### config.mk
export PLATFORM = sky130hd
export DESIGN_NAME = sar_search_ctrl_flat
export DESIGN_NICKNAME = d
export VERILOG_FILES = /design/src/rtl/sar_search_ctrl_if.sv /design/src/rtl/sar_search_ctrl.sv /design/src/flat_wrapper.sv
export SDC_FILE = /design/constraint.sdc
export NUM_CORES = 1
export LEC_CHECK = 0
export ABC_AREA = 1
export BUFFER_PORTS_ARGS = -buffer_cell sky130_fd_sc_hd__buf_4
export CAP_MARGIN = 25
export CORE_MARGIN = 10
export CORE_UTILIZATION = 45
export CTS_CLUSTER_DIAMETER = 30
export DETAILED_ROUTE_END_ITERATION = 8
export GPL_ROUTABILITY_DRIVEN = 1
export GPL_TIMING_DRIVEN = 0
export PLACE_DENSITY_LB_ADDON = 0.2
export SYNTH_ARGS = -nofsm -noshare
export SYNTH_HDL_FRONTEND = slang
export SYNTH_SLANG_ARGS = --single-unit
### constraint.sdc
create_clock -name clk -period 1.8 [get_ports clk]
set_input_delay 0.18 -clock clk [delete_from_list [all_inputs] [get_ports clk]]
set_output_delay 0.18 -clock clk [all_outputs]
set_load 0.05 [all_outputs]
### src/rtl/sar_search_ctrl_if.sv
//------------------------------------------------------------------------------
// Module      : sar_search_ctrl_if
// Description : Handshake and comparator bundle between the successive-
//               approximation search controller and its environment.
//               The master side is the controller; the slave side holds the
//               magnitude comparator and the start requester.
// Revision    : 1.0 - initial release
//------------------------------------------------------------------------------
`default_nettype none

interface sar_search_ctrl_if #(
  parameter int WIDTH = 3
);
  logic             start;
  logic             aLTb;
  logic             aEQb;
  logic             aGTb;
  logic [WIDTH-1:0] valB;
  logic             busy;
  logic             done;
  logic             err;
  logic [WIDTH-1:0] found;
  logic [3:0]       steps;

  modport master (
    input  start, aLTb, aEQb, aGTb,
    output valB, busy, done, err, found, steps
  );

  modport slave (
    output start, aLTb, aEQb, aGTb,
    input  valB, busy, done, err, found, steps
  );
endinterface

`default_nettype wire

### src/rtl/sar_search_ctrl.sv
//------------------------------------------------------------------------------
// Module      : sar_search_ctrl
// Description : Binary-search controller that finds the unknown operand on a
//               magnitude comparator's valA by driving valB, one probe per
//               clock, flag priority EQ > LT > GT.
//               Optional macro SAR_FLAG_CHECK_EN: when defined, any sampled
//               flag set that is not exactly one-hot ends the search in ERR.
// Revision    : 1.0 - initial release
//------------------------------------------------------------------------------
`default_nettype none

module sar_search_ctrl #(
  parameter int WIDTH = 3
) (
  input  wire              clk,
  input  wire              rst_n,
  sar_search_ctrl_if.master bus
);

  typedef enum logic [1:0] {
    S_IDLE = 2'd0,
    S_EVAL = 2'd1,
    S_DONE = 2'd2,
    S_ERR  = 2'd3
  } state_t;

  state_t           state_q, state_d;
  logic [WIDTH:0]   lo_q, lo_d;
  logic [WIDTH:0]   hi_q, hi_d;
  logic [WIDTH-1:0] valb_q, valb_d;
  logic [WIDTH-1:0] found_q, found_d;
  logic [3:0]       steps_q, steps_d;
  logic [2:0]       w_flags;

  // Midpoint of the inclusive range; the sum needs one extra bit, and the
  // halved value always fits back into WIDTH bits because hi < 2^WIDTH.
  function automatic logic [WIDTH-1:0] mid_of(input logic [WIDTH:0] lo,
                                               input logic [WIDTH:0] hi);
    logic [WIDTH+1:0] sum;
    sum = {1'b0, lo} + {1'b0, hi};
    return sum[WIDTH:1];
  endfunction

  assign w_flags = {bus.aLTb, bus.aEQb, bus.aGTb};

  // State and datapath registers; reset clears every visible result.
  always_ff @(posedge clk or negedge rst_n) begin
    if (!rst_n) begin
      state_q <= S_IDLE;
      lo_q    <= '0;
      hi_q    <= '0;
      valb_q  <= '0;
      found_q <= '0;
      steps_q <= '0;
    end else begin
      state_q <= state_d;
      lo_q    <= lo_d;
      hi_q    <= hi_d;
      valb_q  <= valb_d;
      found_q <= found_d;
      steps_q <= steps_d;
    end
  end

  // Next-state: start a search from the idle-like states, otherwise narrow
  // the range using the flags produced by the probe currently on valB.
  always_comb begin
    state_d = state_q;
    lo_d    = lo_q;
    hi_d    = hi_q;
    valb_d  = valb_q;
    found_d = found_q;
    steps_d = steps_q;
    case (state_q)
      S_EVAL: begin
        steps_d = steps_q + 4'd1;
`ifdef SAR_FLAG_CHECK_EN
        if (!$onehot(w_flags)) begin
          state_d = S_ERR;
        end else
`endif
        if (bus.aEQb) begin
          found_d = valb_q;
          state_d = S_DONE;
        end else if (bus.aLTb) begin
          if ({1'b0, valb_q} == lo_q) begin
            state_d = S_ERR;
          end else begin
            hi_d   = {1'b0, valb_q} - {{WIDTH{1'b0}}, 1'b1};
            valb_d = mid_of(lo_q, hi_d);
          end
        end else if (bus.aGTb) begin
          if ({1'b0, valb_q} == hi_q) begin
            state_d = S_ERR;
          end else begin
            lo_d   = {1'b0, valb_q} + {{WIDTH{1'b0}}, 1'b1};
            valb_d = mid_of(lo_d, hi_q);
          end
        end else begin
          state_d = S_ERR;
        end
      end
      default: begin
        if (bus.start) begin
          lo_d    = '0;
          hi_d    = {1'b0, {WIDTH{1'b1}}};
          valb_d  = {1'b0, {(WIDTH-1){1'b1}}};
          steps_d = '0;
          state_d = S_EVAL;
        end
      end
    endcase
  end

  assign bus.valB  = valb_q;
  assign bus.found = found_q;
  assign bus.steps = steps_q;
  assign bus.busy  = (state_q == S_EVAL);
  assign bus.done  = (state_q == S_DONE);
  assign bus.err   = (state_q == S_ERR);

endmodule

`default_nettype wire
### src/flat_wrapper.sv
// flat-port wrapper written by rule: the top's interface ports become plain ports
module sar_search_ctrl_flat 
#(
  parameter int WIDTH = 3
)
  (clk, rst_n, bus_start, bus_aLTb, bus_aEQb, bus_aGTb, bus_valB, bus_busy, bus_done, bus_err, bus_found, bus_steps);
  sar_search_ctrl_if #(.WIDTH(WIDTH)) bus_i ();
  input  wire clk;
  input  wire rst_n;
  input wire logic [$bits(bus_i.start)-1:0] bus_start;
  input wire logic [$bits(bus_i.aLTb)-1:0] bus_aLTb;
  input wire logic [$bits(bus_i.aEQb)-1:0] bus_aEQb;
  input wire logic [$bits(bus_i.aGTb)-1:0] bus_aGTb;
  output wire logic [$bits(bus_i.valB)-1:0] bus_valB;
  output wire logic [$bits(bus_i.busy)-1:0] bus_busy;
  output wire logic [$bits(bus_i.done)-1:0] bus_done;
  output wire logic [$bits(bus_i.err)-1:0] bus_err;
  output wire logic [$bits(bus_i.found)-1:0] bus_found;
  output wire logic [$bits(bus_i.steps)-1:0] bus_steps;
  assign bus_i.start = bus_start;
  assign bus_i.aLTb = bus_aLTb;
  assign bus_i.aEQb = bus_aEQb;
  assign bus_i.aGTb = bus_aGTb;
  assign bus_valB = bus_i.valB;
  assign bus_busy = bus_i.busy;
  assign bus_done = bus_i.done;
  assign bus_err = bus_i.err;
  assign bus_found = bus_i.found;
  assign bus_steps = bus_i.steps;
  sar_search_ctrl #(.WIDTH(WIDTH)) u_core (.clk(clk), .rst_n(rst_n), .bus(bus_i));
endmodule
==> results of run 1 <==
## cell usage after synthesis
library cell	number
nor2_2	2
o211ai_2	1
nor2_1	10
inv_2	2
nand3_4	1
inv_1	19
a21oi_2	1
inv_4	1
nor2_4	2
nand2_4	1
fa_1	2
o21ai_0	5
dfrtp_1	20
a21oi_1	5
mux2_2	1
buf_2	1
o22ai_1	2
clkinv_4	1
nand2_2	3
nand2_1	55
ha_1	9
xor2_1	3
o21ai_1	6
nand3_1	13
xnor2_1	3
buf_6	1
nand4_1	2
or2_2	1
nand3_2	5
## cells by family (layout without fill, tap and decap cells)
kind of cell               after synthesis  in the layout
xor gates and xnor gates                 6              6
DFF                                     20             20
AOI/OAI and AO/OA                       20             20
adders and majority gates               11             11
buffers and inverters                   25             56
and+or+nand+nor                         95             95
muxes                                    1              1
## layout by cell type (no fill, tap or decap), types with 3 or more instances in the layout
cell type / n
xor2_1: 3
nand2_2: 3
ha_4: 4
inv_2: 3
ha_1: 5
o21ai_0: 5
nand3_1: 13
o21ai_1: 6
a21oi_1: 3
nor2_1: 10
nand3_2: 4
a21oi_2: 3
buf_4: 26
inv_1: 16
clkbuf_4: 3
dfrtp_1: 17
nand2_1: 55
## worst max-delay path by stage
| stage | startpoint | endpoint | cells after the start |
|---|---|---|---|
| 3_5_place_dp | u_core.bus.valB[0]$_DFFE_PN0P_ | u_core.bus.valB[2]$_DFFE_PN0P_ | 13 |
| 4_1_cts | u_core.bus.valB[0]$_DFFE_PN0P_ | u_core.bus.valB[2]$_DFFE_PN0P_ | 13 |
| 6_report | u_core.bus.valB[0]$_DFFE_PN0P_ | u_core.hi_q[0]$_DFFE_PN0P_ | 10 |
| 3_3_place_gp | u_core.bus.valB[0]$_DFFE_PN0P_ | u_core.bus.valB[2]$_DFFE_PN0P_ | 13 |
| 5_1_grt | u_core.bus.valB[0]$_DFFE_PN0P_ | u_core.bus.valB[2]$_DFFE_PN0P_ | 14 |
| 2_1_floorplan | u_core.bus.valB[0]$_DFFE_PN0P_ | u_core.bus.valB[2]$_DFFE_PN0P_ | 14 |
## state kept, by name, summed over array words and instances, names as in the netlist
register / count
u_core.bus.found: 3
u_core.bus.steps: 4
u_core.bus.valB: 3
u_core.hi_q: 4
u_core.lo_q: 4
u_core.state_q: 2
## final cells by class
class / instances / area [um2]
buffer: 1 / 11.3
clock buffer: 3 / 22.5
fill: 269 / 1190
multi-input combinational: 133 / 887
tap: 44 / 55.1
timing repair buffer: 28 / 225
clock inverter: 1 / 30.0
sequential: 20 / 509
inverter: 23 / 101
## metrics by stage
stage / TNS [ns] / instance area [um2] / cells
finish: -0.0881 / 1840 / 253
global route: -0.834 / 1840 / 253
CTS: -0.0340 / 1810 / 251
detailed placement: -0.183 / 1670 / 240
global placement: -0.140 / 1670 / 240
floorplan: -0.0392 / 1480 / 178
## critical path: cells and delay by family, from the launching register on
kind            cells  cell delay [ns]
flops               1             0.49
simple gates        5             0.40
compound gates      2             0.35
fa+ha+maj           1             0.28
buf+inv             2             0.20
## layer usage
| layer | share of wire (%) | vias to the layer above | global-route usage (%) |
|---|---|---|---|
| met1 | 43 | 608 | 16.9 |
| li1 | - | 634 | - |
| met4 | 2.5 | 0 | 5.77 |
| met5 | 0 | - | 0 |
| met3 | 6.3 | 15 | 2.73 |
| met2 | 48 | 49 | 21.8 |
## repair_timing
action / CTS / global route
hold endpoints to repair: 20 / 0
buffers inserted: 7 / 2
setup endpoints to repair: 3 / 12
pin swaps: 4 / 4
resized for setup: 5 / 1
hold buffers: 1 / 0
==> run_results.csv, run 1 <==
group,metric,value,unit
status,outcome,"complete, but fails checks",
status,violations,"setup timing",
detailed_routing,via_count,1306,
place,dp_hpwl,2.61,mm
timing,fin_crit,1.82,ns
yosys,synth_area,1400,um2
place,portBuffers,18,
yosys,synth_top_area_share,35.7,%
floorplan,num_rows,20,
timing,worst_pin_slew,0.323,ns
yosys,yosysTopAreaCell,"dfrtp_1",
yosys,synthMuxAreaShare,0.804,%
detailed_routing,firstDrtPassIters,6,
detailed_routing,wl,3.54,mm
floorplan,initial_core_util,46.3,%
detailed_routing,wl_per_cell,14.0,um
critical_path,ff2ff_path_depth,10,
detailed_routing,via_per_inst,5.16,
layout,drive_above_1_share,33.5,%
floorplan,coreArea,3030,um2
global_route,gr-total-overflow,0,
layout,final_core_utilization,60.8,%
clocking,clk_transition_reported_paths,0.14,ns
detailed_routing,drt_iter0_drc,79,
yosys,synthXorXnorAreaFrac,3.75,%
layout,n_antenna_cell,0,
critical_path,max_stage_delay,0.49,ns
global_route,grt_pass1_wl,5.92,mm
global_route,grt_max_degree,21,
global_route,antenna_found_initial,0,
critical_path,crit_required,2.01,ns
timing,max_slew_margin,78.5,%
clocking,clock_path_buffers,2,
global_route,grt_util_all_layers,13.5,%
worst_hold_path,min_to,"u_core.bus.steps[1]$_DFFE_PN0P_",
yosys,avgSynthCellArea,7.87,um2
layout,synthToLayoutAreaGrowth,31.4,%
yosys,synth_top_family_by_area,"simple AND/OR/NAND/NOR gates",
yosys,yosys-top-cells-area,"dfrtp_1 (36%), nand2_1 (15%), ha_1 (8.0%), inv_1 (5.1%), nand3_1 (4.6%)",
global_route,grt_pass1_vias,1278,
layout,nets,227,
clocking,htreeDepth,1,
critical_path,cp-start-kind,"flop",
clocking,clk-insertion-delay-late,0.32,ns
timing,fin_hold_ws,0.146,ns
critical_path,reg2reg_to,"u_core.hi_q[0]$_DFFE_PN0P_",
floorplan,die_h,75.8,um
clocking,cts_tree,"done",
critical_path,crit_chain,"inv_6 -> buf_4 -> ha_1 -> nand2_1 -> a21oi_1 -> nand2_2 -> o21ai_1 -> nor2_1 -> nand2_1 -> nand2_1",
floorplan,die_x,75.8,um
place,gp_congestion,0.845,
yosys,synth-seq-cells,20,
yosys,ys_warn_count,0,
place,dp_slack,-0.145,ns
timing,clock_skew,0.0182,ns
timing,final_max_slew_viol_count,0,
clocking,numCtsBuffers,3,
yosys,synth_compound_area_share,8.12,%
timing,fmax,548,MHz
worst_hold_path,hold_path_class,"in -> reg",
critical_path,rrSetupSlack,-0.02,ns
floorplan,die-area,5750,um2
yosys,synthSimpleGateAreaFrac,32.9,%
critical_path,critPathArrivalTime,2.04,ns
detailed_routing,drc,0,
floorplan,io_pins,19,
timing,setup_viol_count_final,5,
critical_path,r2r_start,"u_core.bus.valB[0]$_DFFE_PN0P_",
timing,grt_setup_unrepaired,"true",
critical_path,cpMostUsedCell,"nand2_1",
timing,final.period_utilization,101,%
worst_hold_path,worstHoldPathCells,4,
yosys,ys_seq_area_share,35.7,%
worst_hold_path,hp-start,"bus_start",
yosys,synthAdderAreaFrac,10.9,%
critical_path,crit_path_max_fanout,5,
clocking,cts_sinks,20,
yosys,syn_nets,195,
timing,hold_viol,0,
yosys,synthCells,178,
timing,layout_setup_ws,-0.0234,ns
job,cap_viol_max_count,0,
clocking,cts_root_buf,"clkbuf_4",
yosys,ys_types,29,
critical_path,worstSetupEndpointType,"flop",
critical_path,path_class,"reg -> reg",
detailed_routing,postRouteAntennaNets,0,
critical_path,critical-path-slowest-cell,"dfrtp_4",
Power of run 1 is left out: the tool's default activity adds up to more than one toggle a clock period on the data nets, which glitch-free logic cannot reach.
==> run 2: changes to the inputs <==
--- a/config.mk
+++ b/config.mk
@@ -14,7 +14,7 @@
 export DETAILED_ROUTE_END_ITERATION = 8
 export GPL_ROUTABILITY_DRIVEN = 1
 export GPL_TIMING_DRIVEN = 0
-export PLACE_DENSITY_LB_ADDON = 0.2
+export PLACE_DENSITY = 0.78
 export SYNTH_ARGS = -nofsm -noshare
 export SYNTH_HDL_FRONTEND = slang
 export SYNTH_SLANG_ARGS = --single-unit
==> run_results.csv, run 2 (synthesis results as in run 1) <==
group,metric,value,unit
clocking,cts_root_buf,"clkbuf_4",
layout,design_area,1910,um2
layout,final_cell_mix,"nand2_1 (52), buf_4 (28), dfrtp_1 (17), inv_1 (14), nand3_1 (13)",
floorplan,io_pins,19,
clocking,cts_tree,"done",
place,dp_hpwl,2.48,mm
timing,setup_tns,-0.0114,ns
layout,nets,229,
detailed_routing,postRouteAntennaNets,0,
job,cap_viol_max_count,0,
timing,setup_viol_count_final,1,
place,portBuffers,18,
worst_hold_path,hold_path_class,"in -> reg",
detailed_routing,wl_per_cell,13.9,um
critical_path,crit_path_max_fanout,4,
critical_path,r2r_start,"u_core.bus.valB[1]$_DFFE_PN0P_",
status,violations,"setup timing",
global_route,grt_pass1_vias,1252,
critical_path,crit_start,"u_core.bus.valB[1]$_DFFE_PN0P_",
floorplan,die_h,75.8,um
detailed_routing,drt_iter0_drc,86,
floorplan,num_rows,20,
floorplan,die_x,75.8,um
timing,fmax,552,MHz
layout,final_core_utilization,63.0,%
place,place_area,1670,um2
global_route,gr-total-overflow,0,
detailed_routing,firstDrtPassIters,4,
timing,final_max_slew_viol_count,0,
layout,synthToLayoutAreaGrowth,36.1,%
clocking,numCtsBuffers,3,
worst_hold_path,worstHoldPathCells,4,
floorplan,initial_core_util,46.3,%
detailed_routing,via_count,1298,
critical_path,worstSetupEndpointType,"flop",
global_route,antenna_found_initial,0,
global_route,grt_max_degree,21,
layout,regArea,509,um2
critical_path,cp-start-kind,"flop",
critical_path,rrSetupSlack,-0.01,ns
clocking,clk-insertion-delay-late,0.32,ns
detailed_routing,wl,3.55,mm
critical_path,critPathArrivalTime,2.04,ns
timing,hold_viol,0,
floorplan,die-area,5750,um2
timing,layout_setup_ws,-0.0114,ns
detailed_routing,drc,0,
layout,fill_cells,235,
timing,max_slew_margin,81.8,%
timing,grt_setup_unrepaired,"true",
clocking,cts_sinks,20,
layout,n_antenna_cell,0,
critical_path,path_class,"reg -> reg",
critical_path,crit_required,2.03,ns
timing,worst_pin_slew,0.273,ns
global_route,grt_util_all_layers,12.8,%
clocking,clock_path_buffers,2,
worst_hold_path,min_to,"u_core.bus.steps[1]$_DFFE_PN0P_",
place,gp_congestion,0.887,
critical_path,reg2reg_to,"u_core.bus.valB[2]$_DFFE_PN0P_",
layout,layout_commonest_cell,"nand2_1",
worst_hold_path,hp-start,"bus_start",
detailed_routing,via_per_inst,5.09,
layout,drive_above_1_share,38.4,%
clocking,htreeDepth,1,
layout,multi_input_area,950,um2
timing,final.period_utilization,101,%
clocking,clk_transition_reported_paths,0.14,ns
floorplan,coreArea,3030,um2
status,outcome,"complete, but fails checks",
timing,fin_crit,1.81,ns
critical_path,ff2ff_path_depth,13,
timing,clock_skew,0.0185,ns
global_route,grt_pass1_wl,5.73,mm
-- run 2: cell type report --
cell class                 count  area share [%]
buffer                         2           0.984
sequential                    20            26.7
tap                           44            2.89
timing repair buffer          29            11.5
inverter                      23            5.31
clock buffer                   3            1.18
multi-input combinational    133            49.8
clock inverter                 1            1.57
-- run 2: metrics by stage --
stage               hold WS, ns  setup WS [ns]  std cells
finish                    0.151        -0.0114        255
floorplan                -0.116        -0.0261        178
detailed placement       0.0761         -0.103        240
global placement         0.0755        -0.0856        240
global route              0.179         -0.109        255
CTS                       0.163        -0.0380        252
-- run 2: how the worst max path moves through the flow --
stage          slack [ns]                        endpoint
3_5_place_dp        -0.10  u_core.bus.valB[2]$_DFFE_PN0P_
3_3_place_gp        -0.09  u_core.bus.valB[2]$_DFFE_PN0P_
4_1_cts             -0.04  u_core.bus.valB[2]$_DFFE_PN0P_
6_report            -0.01  u_core.bus.valB[2]$_DFFE_PN0P_
5_1_grt             -0.11  u_core.bus.valB[2]$_DFFE_PN0P_
2_1_floorplan       -0.03  u_core.bus.valB[2]$_DFFE_PN0P_
-- run 2: timing repair --
action / CTS / global route
pin swaps: 5 / 6
endpoints found under the setup margin: 2 / 9
resized for setup: 4 / 16
endpoints found under the hold margin: 20 / 0
setup buffers: 7 / 3
hold buffers: 1 / 0
-- run 2: metal layers --
metal / GRT usage, % / wire length (um) / up-vias
li1: - / - / 639
met3: 1.56 / 101 / 9
met2: 21.6 / 1770 / 28
met4: 5.15 / 95 / 0
met1: 16.1 / 1590 / 622
met5: 0 / 0 / -
-- run 2: worst max-delay path, cell delays in order (launching register included) --
cell and delay, ns:
dfrtp_4 0.54, inv_4 0.08, ha_4 0.15, xnor2_4 0.11
inv_2 0.06, ha_4 0.23, nand2_2 0.07, inv_2 0.04
a21oi_2 0.15, nand3_1 0.09, nand3_1 0.07, nand2_1 0.05
nand2_1 0.05, nand2_1 0.05
Power of run 2 is left out for the same reason.
